`src/rtl/ocl_axil_regfile_if.sv`:
```
// AXI-Lite slave bundle for the OCL register file (signal names follow the shell's s_* naming).
interface ocl_axil_regfile_if #(
  parameter int unsigned ADDR_W = 32
);
  localparam int unsigned DATA_W = 32;
  localparam int unsigned STRB_W = DATA_W / 8;

  logic              s_awvalid;
  logic [ADDR_W-1:0] s_awaddr;
  logic              s_awready;
  logic              s_wvalid;
  logic [DATA_W-1:0] s_wdata;
  logic [STRB_W-1:0] s_wstrb;
  logic              s_wready;
  logic              s_bvalid;
  logic [1:0]        s_bresp;
  logic              s_bready;
  logic              s_arvalid;
  logic [ADDR_W-1:0] s_araddr;
  logic              s_arready;
  logic              s_rvalid;
  logic [DATA_W-1:0] s_rdata;
  logic [1:0]        s_rresp;
  logic              s_rready;

  modport master (
    output s_awvalid, s_awaddr, s_wvalid, s_wdata, s_wstrb, s_bready,
           s_arvalid, s_araddr, s_rready,
    input  s_awready, s_wready, s_bvalid, s_bresp, s_arready, s_rvalid,
           s_rdata, s_rresp
  );

  modport slave (
    input  s_awvalid, s_awaddr, s_wvalid, s_wdata, s_wstrb, s_bready,
           s_arvalid, s_araddr, s_rready,
    output s_awready, s_wready, s_bvalid, s_bresp, s_arready, s_rvalid,
           s_rdata, s_rresp
  );
endinterface

```
`src/rtl/ocl_axil_regfile.sv`:
```
// Parametrised AXI-Lite register file for the OCL BAR0 path: byte-strobed writes,
// independent AW/W capture, read-only mask and SLVERR on unmapped/RO accesses.
module ocl_axil_regfile #(
  parameter int unsigned              ADDR_W        = 32,
  parameter int unsigned              NUM_REGS      = 16,
  parameter logic [ADDR_W-1:0]        BASE_ADDR     = ADDR_W'(32'h0000_0500),
  parameter logic [NUM_REGS-1:0]      RO_MASK       = '0,
  parameter logic [32*NUM_REGS-1:0]   RESET_VALUE   = '0,
  parameter logic [31:0]              UNMAPPED_DATA = 32'hDEAD_BEEF
) (
  input  logic                     clk_main_a0,
  input  logic                     rst_main,
  ocl_axil_regfile_if.slave        axil,
  output logic [32*NUM_REGS-1:0]   reg_q,
  input  logic [32*NUM_REGS-1:0]   ro_in,
  output logic [NUM_REGS-1:0]      wr_pulse
);

  localparam int unsigned IDX_W       = (NUM_REGS > 1) ? $clog2(NUM_REGS) : 1;
  localparam logic [1:0]  RESP_OKAY   = 2'b00;
  localparam logic [1:0]  RESP_SLVERR = 2'b10;

  function automatic logic addr_mapped(input logic [ADDR_W-1:0] addr);
    logic [ADDR_W-1:0] word;
    word = (addr - BASE_ADDR) >> 2;
    return (addr >= BASE_ADDR) && (word < ADDR_W'(NUM_REGS));
  endfunction

  function automatic logic [IDX_W-1:0] addr_index(input logic [ADDR_W-1:0] addr);
    logic [ADDR_W-1:0] word;
    word = (addr - BASE_ADDR) >> 2;
    return IDX_W'(word);
  endfunction

  logic [31:0]         r_regs [NUM_REGS];
  logic [31:0]         w_ro   [NUM_REGS];
  logic [NUM_REGS-1:0] r_wr_pulse;

  logic                r_aw_held;
  logic [ADDR_W-1:0]   r_aw_addr;
  logic                r_w_held;
  logic [31:0]         r_w_data;
  logic [3:0]          r_w_strb;
  logic                r_awready;
  logic                r_wready;
  logic                r_bvalid;
  logic [1:0]          r_bresp;

  logic                r_ar_held;
  logic [ADDR_W-1:0]   r_ar_addr;
  logic                r_arready;
  logic                r_rvalid;
  logic [31:0]         r_rdata;
  logic [1:0]          r_rresp;

  logic                w_aw_hs, w_w_hs, w_b_hs, w_commit;
  logic                w_aw_held_n, w_w_held_n, w_bvalid_n;
  logic                w_wr_ok;
  logic [IDX_W-1:0]    w_wr_idx;
  logic [NUM_REGS-1:0] w_wr_hit;
  logic                w_ar_hs, w_r_hs, w_rvalid_n;
  logic [IDX_W-1:0]    w_rd_idx;
  logic [31:0]         w_rd_data;
  logic [1:0]          w_rd_resp;

  for (genvar g = 0; g < NUM_REGS; g++) begin : g_flat
    assign w_ro[g]            = ro_in[32*g +: 32];
    assign reg_q[32*g +: 32]  = r_regs[g];
  end

  assign wr_pulse       = r_wr_pulse;
  assign axil.s_awready = r_awready;
  assign axil.s_wready  = r_wready;
  assign axil.s_bvalid  = r_bvalid;
  assign axil.s_bresp   = r_bresp;
  assign axil.s_arready = r_arready;
  assign axil.s_rvalid  = r_rvalid;
  assign axil.s_rdata   = r_rdata;
  assign axil.s_rresp   = r_rresp;

  // Write-side handshakes and next-state of the holding/response flags
  assign w_aw_hs     = axil.s_awvalid && r_awready;
  assign w_w_hs      = axil.s_wvalid && r_wready;
  assign w_b_hs      = r_bvalid && axil.s_bready;
  assign w_commit    = r_aw_held && r_w_held;
  assign w_aw_held_n = !w_commit && (r_aw_held || w_aw_hs);
  assign w_w_held_n  = !w_commit && (r_w_held || w_w_hs);
  assign w_bvalid_n  = w_commit || (r_bvalid && !w_b_hs);

  assign w_wr_idx = addr_index(r_aw_addr);
  assign w_wr_ok  = addr_mapped(r_aw_addr) && !RO_MASK[w_wr_idx];

  always_comb begin
    w_wr_hit = '0;
    for (int unsigned i = 0; i < NUM_REGS; i++) begin
      w_wr_hit[i] = w_commit && w_wr_ok && (w_wr_idx == IDX_W'(i));
    end
  end

  always_ff @(posedge clk_main_a0) begin
    if (rst_main) begin
      r_aw_held <= 1'b0;
      r_aw_addr <= '0;
      r_w_held  <= 1'b0;
      r_w_data  <= '0;
      r_w_strb  <= '0;
      r_awready <= 1'b0;
      r_wready  <= 1'b0;
      r_bvalid  <= 1'b0;
      r_bresp   <= RESP_OKAY;
    end else begin
      r_aw_held <= w_aw_held_n;
      r_w_held  <= w_w_held_n;
      if (w_aw_hs) r_aw_addr <= axil.s_awaddr;
      if (w_w_hs) begin
        r_w_data <= axil.s_wdata;
        r_w_strb <= axil.s_wstrb;
      end
      r_awready <= !w_aw_held_n && !w_bvalid_n;
      r_wready  <= !w_w_held_n && !w_bvalid_n;
      r_bvalid  <= w_bvalid_n;
      if (w_commit) begin
        r_bresp <= w_wr_ok ? RESP_OKAY : RESP_SLVERR;
      end else if (w_b_hs) begin
        r_bresp <= RESP_OKAY;
      end
    end
  end

  // Register storage; RO entries keep their reset contents and are never written
  always_ff @(posedge clk_main_a0) begin
    if (rst_main) begin
      for (int unsigned i = 0; i < NUM_REGS; i++) begin
        r_regs[i] <= RESET_VALUE[32*i +: 32];
      end
      r_wr_pulse <= '0;
    end else begin
      r_wr_pulse <= w_wr_hit;
      for (int unsigned i = 0; i < NUM_REGS; i++) begin
        if (w_wr_hit[i]) begin
          for (int unsigned b = 0; b < 4; b++) begin
            if (r_w_strb[b]) r_regs[i][8*b +: 8] <= r_w_data[8*b +: 8];
          end
        end
      end
    end
  end

  // Read path: one outstanding AR, data sampled the cycle after acceptance
  assign w_ar_hs    = axil.s_arvalid && r_arready;
  assign w_r_hs     = r_rvalid && axil.s_rready;
  assign w_rvalid_n = r_ar_held || (r_rvalid && !w_r_hs);
  assign w_rd_idx   = addr_index(r_ar_addr);

  always_comb begin
    w_rd_data = UNMAPPED_DATA;
    w_rd_resp = RESP_SLVERR;
    if (addr_mapped(r_ar_addr)) begin
      w_rd_resp = RESP_OKAY;
      w_rd_data = RO_MASK[w_rd_idx] ? w_ro[w_rd_idx] : r_regs[w_rd_idx];
    end
  end

  always_ff @(posedge clk_main_a0) begin
    if (rst_main) begin
      r_ar_held <= 1'b0;
      r_ar_addr <= '0;
      r_arready <= 1'b0;
      r_rvalid  <= 1'b0;
      r_rdata   <= '0;
      r_rresp   <= RESP_OKAY;
    end else begin
      r_ar_held <= w_ar_hs;
      if (w_ar_hs) r_ar_addr <= axil.s_araddr;
      r_arready <= !w_ar_hs && !w_rvalid_n;
      r_rvalid  <= w_rvalid_n;
      if (r_ar_held) begin
        r_rdata <= w_rd_data;
        r_rresp <= w_rd_resp;
      end else if (w_r_hs) begin
        r_rdata <= '0;
        r_rresp <= RESP_OKAY;
      end
    end
  end

endmodule

```
`src/flat_wrapper.sv`:
```
// flat-port wrapper written by rule: the top's interface ports become plain ports
module ocl_axil_regfile_flat 
#(
  parameter int unsigned              ADDR_W        = 32,
  parameter int unsigned              NUM_REGS      = 16,
  parameter logic [ADDR_W-1:0]        BASE_ADDR     = ADDR_W'(32'h0000_0500),
  parameter logic [NUM_REGS-1:0]      RO_MASK       = '0,
  parameter logic [32*NUM_REGS-1:0]   RESET_VALUE   = '0,
  parameter logic [31:0]              UNMAPPED_DATA = 32'hDEAD_BEEF
)
  (clk_main_a0, rst_main, reg_q, ro_in, wr_pulse, axil_s_awvalid, axil_s_awaddr, axil_s_wvalid, axil_s_wdata, axil_s_wstrb, axil_s_bready, axil_s_arvalid, axil_s_araddr, axil_s_rready, axil_s_awready, axil_s_wready, axil_s_bvalid, axil_s_bresp, axil_s_arready, axil_s_rvalid, axil_s_rdata, axil_s_rresp);
  ocl_axil_regfile_if #(.ADDR_W(ADDR_W)) axil_i ();
  input  logic clk_main_a0;
  input  logic rst_main;
  output logic [32*NUM_REGS-1:0] reg_q;
  input  logic [32*NUM_REGS-1:0] ro_in;
  output logic [NUM_REGS-1:0] wr_pulse;
  input wire logic [$bits(axil_i.s_awvalid)-1:0] axil_s_awvalid;
  input wire logic [$bits(axil_i.s_awaddr)-1:0] axil_s_awaddr;
  input wire logic [$bits(axil_i.s_wvalid)-1:0] axil_s_wvalid;
  input wire logic [$bits(axil_i.s_wdata)-1:0] axil_s_wdata;
  input wire logic [$bits(axil_i.s_wstrb)-1:0] axil_s_wstrb;
  input wire logic [$bits(axil_i.s_bready)-1:0] axil_s_bready;
  input wire logic [$bits(axil_i.s_arvalid)-1:0] axil_s_arvalid;
  input wire logic [$bits(axil_i.s_araddr)-1:0] axil_s_araddr;
  input wire logic [$bits(axil_i.s_rready)-1:0] axil_s_rready;
  output wire logic [$bits(axil_i.s_awready)-1:0] axil_s_awready;
  output wire logic [$bits(axil_i.s_wready)-1:0] axil_s_wready;
  output wire logic [$bits(axil_i.s_bvalid)-1:0] axil_s_bvalid;
  output wire logic [$bits(axil_i.s_bresp)-1:0] axil_s_bresp;
  output wire logic [$bits(axil_i.s_arready)-1:0] axil_s_arready;
  output wire logic [$bits(axil_i.s_rvalid)-1:0] axil_s_rvalid;
  output wire logic [$bits(axil_i.s_rdata)-1:0] axil_s_rdata;
  output wire logic [$bits(axil_i.s_rresp)-1:0] axil_s_rresp;
  assign axil_i.s_awvalid = axil_s_awvalid;
  assign axil_i.s_awaddr = axil_s_awaddr;
  assign axil_i.s_wvalid = axil_s_wvalid;
  assign axil_i.s_wdata = axil_s_wdata;
  assign axil_i.s_wstrb = axil_s_wstrb;
  assign axil_i.s_bready = axil_s_bready;
  assign axil_i.s_arvalid = axil_s_arvalid;
  assign axil_i.s_araddr = axil_s_araddr;
  assign axil_i.s_rready = axil_s_rready;
  assign axil_s_awready = axil_i.s_awready;
  assign axil_s_wready = axil_i.s_wready;
  assign axil_s_bvalid = axil_i.s_bvalid;
  assign axil_s_bresp = axil_i.s_bresp;
  assign axil_s_arready = axil_i.s_arready;
  assign axil_s_rvalid = axil_i.s_rvalid;
  assign axil_s_rdata = axil_i.s_rdata;
  assign axil_s_rresp = axil_i.s_rresp;
  ocl_axil_regfile #(.ADDR_W(ADDR_W), .NUM_REGS(NUM_REGS), .BASE_ADDR(BASE_ADDR), .RO_MASK(RO_MASK), .RESET_VALUE(RESET_VALUE), .UNMAPPED_DATA(UNMAPPED_DATA)) u_core (.clk_main_a0(clk_main_a0), .rst_main(rst_main), .axil(axil_i), .reg_q(reg_q), .ro_in(ro_in), .wr_pulse(wr_pulse));
endmodule
```
`config.mk`:
```
export PLATFORM = sky130hd
export DESIGN_NAME = ocl_axil_regfile_flat
export DESIGN_NICKNAME = d
export VERILOG_FILES = /design/src/rtl/ocl_axil_regfile_if.sv /design/src/rtl/ocl_axil_regfile.sv /design/src/flat_wrapper.sv
export SDC_FILE = /design/constraint.sdc
export NUM_CORES = 1
export LEC_CHECK = 0
export ABC_AREA = 1
export BUFFER_PORTS_ARGS = -buffer_cell sky130_fd_sc_hd__buf_2
export CORE_AREA = 2 2 461 463
export DETAILED_ROUTE_END_ITERATION = 8
export DIE_AREA = 0 0 463 465
export MAX_ROUTING_LAYER = met4
export PLACE_DENSITY_LB_ADDON = 0.2
export RECOVER_POWER = 25
export SETUP_SLACK_MARGIN = 0.2
export SLEW_MARGIN = 25
export SYNTH_ARGS = -nofsm -noshare
export SYNTH_HDL_FRONTEND = slang
export SYNTH_SLANG_ARGS = --single-unit
export TNS_END_PERCENT = 100
```
`constraint.sdc`:
```
create_clock -name clk_main_a0 -period 4.13 [get_ports clk_main_a0]
set_input_delay 0.826 -clock clk_main_a0 [delete_from_list [all_inputs] [get_ports clk_main_a0]]
set_output_delay 0.826 -clock clk_main_a0 [all_outputs]
set_load 0.02 [all_outputs]
```
---- After elaboration in Yosys (flattened, before gate mapping) ----
Memory sizes are Yosys's and may differ from the RTL's.
Index checks and enable logic that the tools add are counted.
word-level totals
  bits in writable memories ............... 512
  memories kept ........................... 3
  memory bits (read-only) ................. 32
  flip-flop bits (word level) ............. 160
  input port bits ......................... 619
  output and inout port bits .............. 569
memory list
  memory            depth  bits a word  read ports  clocked after Yosys merged registers in  wr ports  RTL line                 text
  u_core.r_regs     16     32           17          0                                        16        ocl_axil_regfile.sv:35   logic [31:0] r_regs [NUM_REGS];
  (name not given)  16     1            1           0                                        0         ocl_axil_regfile.sv:160  w_rd_data = RO_MASK[w_rd_idx] ? w_ro[w_rd_idx] : r_regs[w_rd_idx];
  (name not given)  16     1            1           0                                        0         ocl_axil_regfile.sv:91   assign w_wr_ok = addr_mapped(r_aw_addr) && !RO_MASK[w_wr_idx];
operators by class
  mux-type cells .......................... 277
  bitwise logic cells ..................... 65
  add/sub/neg operators ................... 2
  reductions and logical operators ........ 49
  equality and inequality tests ........... 15
  $lt $le $gt $ge ......................... 7
operators with widths
  cell                      number
  $mux W8                   64
  $mux W1                   200
  $mux W32                  6
  $bmux W32 S4              1
  $ge A32 B11 Y1 const B    2
  $or A1 B1 Y1              64
  $sub A32 B11 Y32 const B  2
  $lt A30 B5 Y1 const B     2
  $logic_and A1 B1 Y1       33
  $eq A4 B4 Y1 const B      8
  $eq A4 B3 Y1 const B      4
  $mux W2                   6
  $lt A4 B5 Y1 const B      2
  $logic_not A1 Y1          9
  $eq A4 B2 Y1 const B      2
  $ge A5 B5 Y1 const B      1
  $not A4 Y5                1
  $eq A4 B1 Y1 const B      1
  $logic_not A4 Y1          1
  $logic_or A1 B1 Y1        4
  $reduce_bool A2 Y1        2

---- Longest topological paths before layout ----
  word-level depth ........................ 11
  gate-level depth with buffers ........... 15

---- Worst setup path before layout ----
Ideal clock, no wire load.
  kind .................................... reg2reg
  from .................................... reg u_core.r_aw_addr[8]
  to ...................................... mem u_core.r_regs[9][0], enable pin
  stages on the path, launching flop included .. 12
  arrival ................................. 2.076 ns
  slack ................................... 1.725 ns
  data required time ...................... 3.801 ns
  setup time .............................. 0.329 ns
  cells stage by stage .................... dfxtp_1 nor2_1 nor2_4 nor2_4 nand2_1 nor3_1 xnor2_1 nand2_1 nor2_8 buf_12 nand4_4 nand2_1
RTL lines
  item                    RTL line                 text
  start, declared         ocl_axil_regfile.sv:40   logic [ADDR_W-1:0] r_aw_addr;
  start signal, assigned  ocl_axil_regfile.sv:114  if (w_aw_hs) r_aw_addr <= axil.s_awaddr;
  end, declared           ocl_axil_regfile.sv:35

==> results.sh <==
export IMPL_finalCritPeriodShare_pct=82.7
export IMPL_clock_skew_ns=0.0445
export IMPL_crit_type="reg -> reg"
export IMPL_area_delta_synth_final_pct=33.0
export IMPL_startpoint_type="flip-flop"
export IMPL_path_clk_slew_ns=0.06
export IMPL_yosysTopAreaCell="edfxtp_1"
export IMPL_layout_common_cells="nor2_1 (734), buf_2 (522), edfxtp_1 (512)"
export IMPL_row_count=169
export IMPL_ys_top_cells_by_area="edfxtp_1 (53%), dfxtp_1 (11%), nor2_1 (9.5%)"
export IMPL_port_buffers=669
export IMPL_fp_dieW_um=463
export IMPL_critPathMaxFanout=14
export IMPL_post_cts_buffers=0
export IMPL_final_common_cell="nor2_1"
export IMPL_tightest_slew_ns=1.83
export IMPL_place_congestion=0.843
export IMPL_ys_seq_area_share_pct=63.3
export IMPL_maxSlewHeadroom_pct=-22.1
export IMPL_power_leakage_uw=0.0147
export IMPL_fin_setup_tns_ns=0
export IMPL_setup_viol_count_final=0
export IMPL_synth_top_cell_area_share_pct=52.7
export IMPL_ys_ff_latch=666
export IMPL_synth_edf_count=512
export IMPL_rsz0062_at_grt="no"
export IMPL_root_buffer="clkbuf_16"
export IMPL_hpwlAfterDp_um=132000
export IMPL_h_tree_depth=3
export IMPL_coreArea_sq_um=211000
export IMPL_via_count=25300
export IMPL_post_route_min_period_ns=3.42
export IMPL_cts_hold_buf=0
export IMPL_fmaxAchievable_mhz=293
export IMPL_drtIter0Drc=2085
export IMPL_crit_required_ns=4.49
export IMPL_grt_max_degree=125
export IMPL_worstPathArrival_ns=3.78
export IMPL_die_area_sq_um=215000
export IMPL_antenna_found_initial=38
export IMPL_viasPerCell=3.90
export IMPL_cp_end_kind="flip-flop"
export IMPL_worstSkewPairLatency_ns=0.73
export IMPL_cts_sinks=666
export IMPL_status="finished, violations left"
export IMPL_ctsResizeCount=0
export IMPL_synth_avg_cell_area_sq_um=9.95
export IMPL_synth_main_ff_cell="edfxtp_1"
export IMPL_nets=4190
export IMPL_ys_types=45
export IMPL_ios=1188
export IMPL_initial_core_util_pct=13.8
export IMPL_maxCapViolCount=3
export IMPL_vdd_drop_max_mv=0.300
export IMPL_numCtsBuffers=87
export IMPL_gr_usage_all_layers_pct=15.9
export IMPL_synth_area_sq_um=29100
export IMPL_syn_inst=2930
export IMPL_die_h_um=465
export IMPL_clockBufferDepth=3
export IMPL_final_antenna_net_count=0
export IMPL_power_density_nw_per_um2=463
export IMPL_grt_pass1_vias=24800
export IMPL_hold_viol_final=0
export IMPL_final_util_pct=18.4
export IMPL_multi_input_area_sq_um=9480
export IMPL_slew_violations=106
export IMPL_violations="capacitance limit, slew limit"
export IMPL_synthArstFlopShare_pct=0
export IMPL_finalPower_uw=17900
export IMPL_wl_per_cell_um=26.6
export IMPL_grt_pass1_wl_um=227000
export IMPL_layout_drive_gt1_share_pct=22.9
export IMPL_n_fill_cell=23600
export IMPL_min_path_type="in -> reg"
export IMPL_yosysWarnings=0
export IMPL_routed_wirelength_um=172000
export IMPL_drc=0
export IMPL_cts_tree="done"
export IMPL_dr_pass1_iters=6
export IMPL_overflow=0
export IMPL_regArea_sq_um=18500
==> layout make-up <==
cell class	count	share of cell area [%]
timing repair buffer	775	10.3
tap	2821	9.11
clock buffer	106	6.11
multi-input combinational	1950	24.4
sequential	666	47.7
antenna	21	0.136
clock inverter	58	1.36
inverter	91	0.920
==> sequential cells by signal (all words and copies together) (netlist names) <==
name                   flops
u_core.r_regs            512
u_core.axil.s_rdata       32
u_core.r_w_data           32
u_core.r_ar_addr          30
u_core.r_aw_addr          30
u_core.wr_pulse           16
u_core.r_w_strb            4
u_core.axil.s_arready      1
u_core.axil.s_awready      1
u_core.axil.s_bresp        1
u_core.axil.s_bvalid       1
u_core.axil.s_rresp        1
u_core.axil.s_rvalid       1
u_core.axil.s_wready       1
u_core.r_ar_held           1
u_core.r_aw_held           1
u_core.r_w_held            1
==> final timing paths <==
path,from,to,slack (ns),cells past startpoint
worst max-delay path,u_core.r_aw_addr[12],u_core.r_regs[7][9],0.71,11
worst min register to register,u_core.r_w_held,u_core.axil.s_wready,0.46,1
worst max register to register,u_core.r_aw_addr[12],u_core.r_regs[7][9],0.71,11
worst min-delay path,axil_s_araddr[26],u_core.r_ar_addr[26],0.31,3
==> worst max-delay path: stages, from the launching register on <==
cell,delay [ns]
dfxtp_1,0.40
nor2_4,0.17
inv_2,0.06
nor2_4,0.12
nand2_1,0.11
nor3_1,0.23
xnor2_1,0.14
nand2_1,0.14
nor2_8,0.52
buf_4,0.32
nand4_4,0.25
nand2_1,0.51
==> through the flow <==
stage                     worst slack [ns]  hold slack (ns)  area (sq um)  std cells
after floorplan                       1.72            0.415         29200       2931
after global placement               0.667            0.438         36100       6303
after detailed placement             0.699            0.443         36100       6303
after CTS                            0.652            0.222         39000       6467
after global routing                 0.449            0.259         38800       6484
final                                0.715            0.307         38800       6488
==> logic make-up after synthesis <==
logic type      share of synthesized area [%]
simple gates                             21.6
other cells                            0.0129
xor+xnor                                0.240
compound gates                           10.5
buf+inv                                  4.30
flops                                    63.3
==> cells in the mapped netlist, types with 3 or more instances <==
library cell  count
nor2_1          739
edfxtp_1        512
nand2_1         403
o21ai_0         333
clkbuf_1        164
dfxtp_1         154
nand3_1         138
inv_1            88
a21oi_1          81
o22ai_1          52
buf_1            40
nand4_4          39
nand4_1          30
nor2_2           25
o221ai_1         24
a22oi_1          23
o211ai_1         20
buf_2            14
xor2_1            7
a311oi_1          5
nor2_4            4
nor3_1            4
a221oi_1          3
a31oi_1           3
==> metal layers <==
metal  global-route usage (%)  routed length, um  up-vias
li1                         -                  -    11500
met1                     20.6              78000    12700
met2                     24.5              77200      973
met3                     3.89              11700      176
met4                     4.87               5590        0
met5                        -                  0        -
==> where the power goes <==
group          total, uW  switching [uW]  internal [uW]
Combinational       2300            1770            538
Clock               7810            3330           4490
Sequential          7820             285           7530
(Power assumes the default switching activity.)
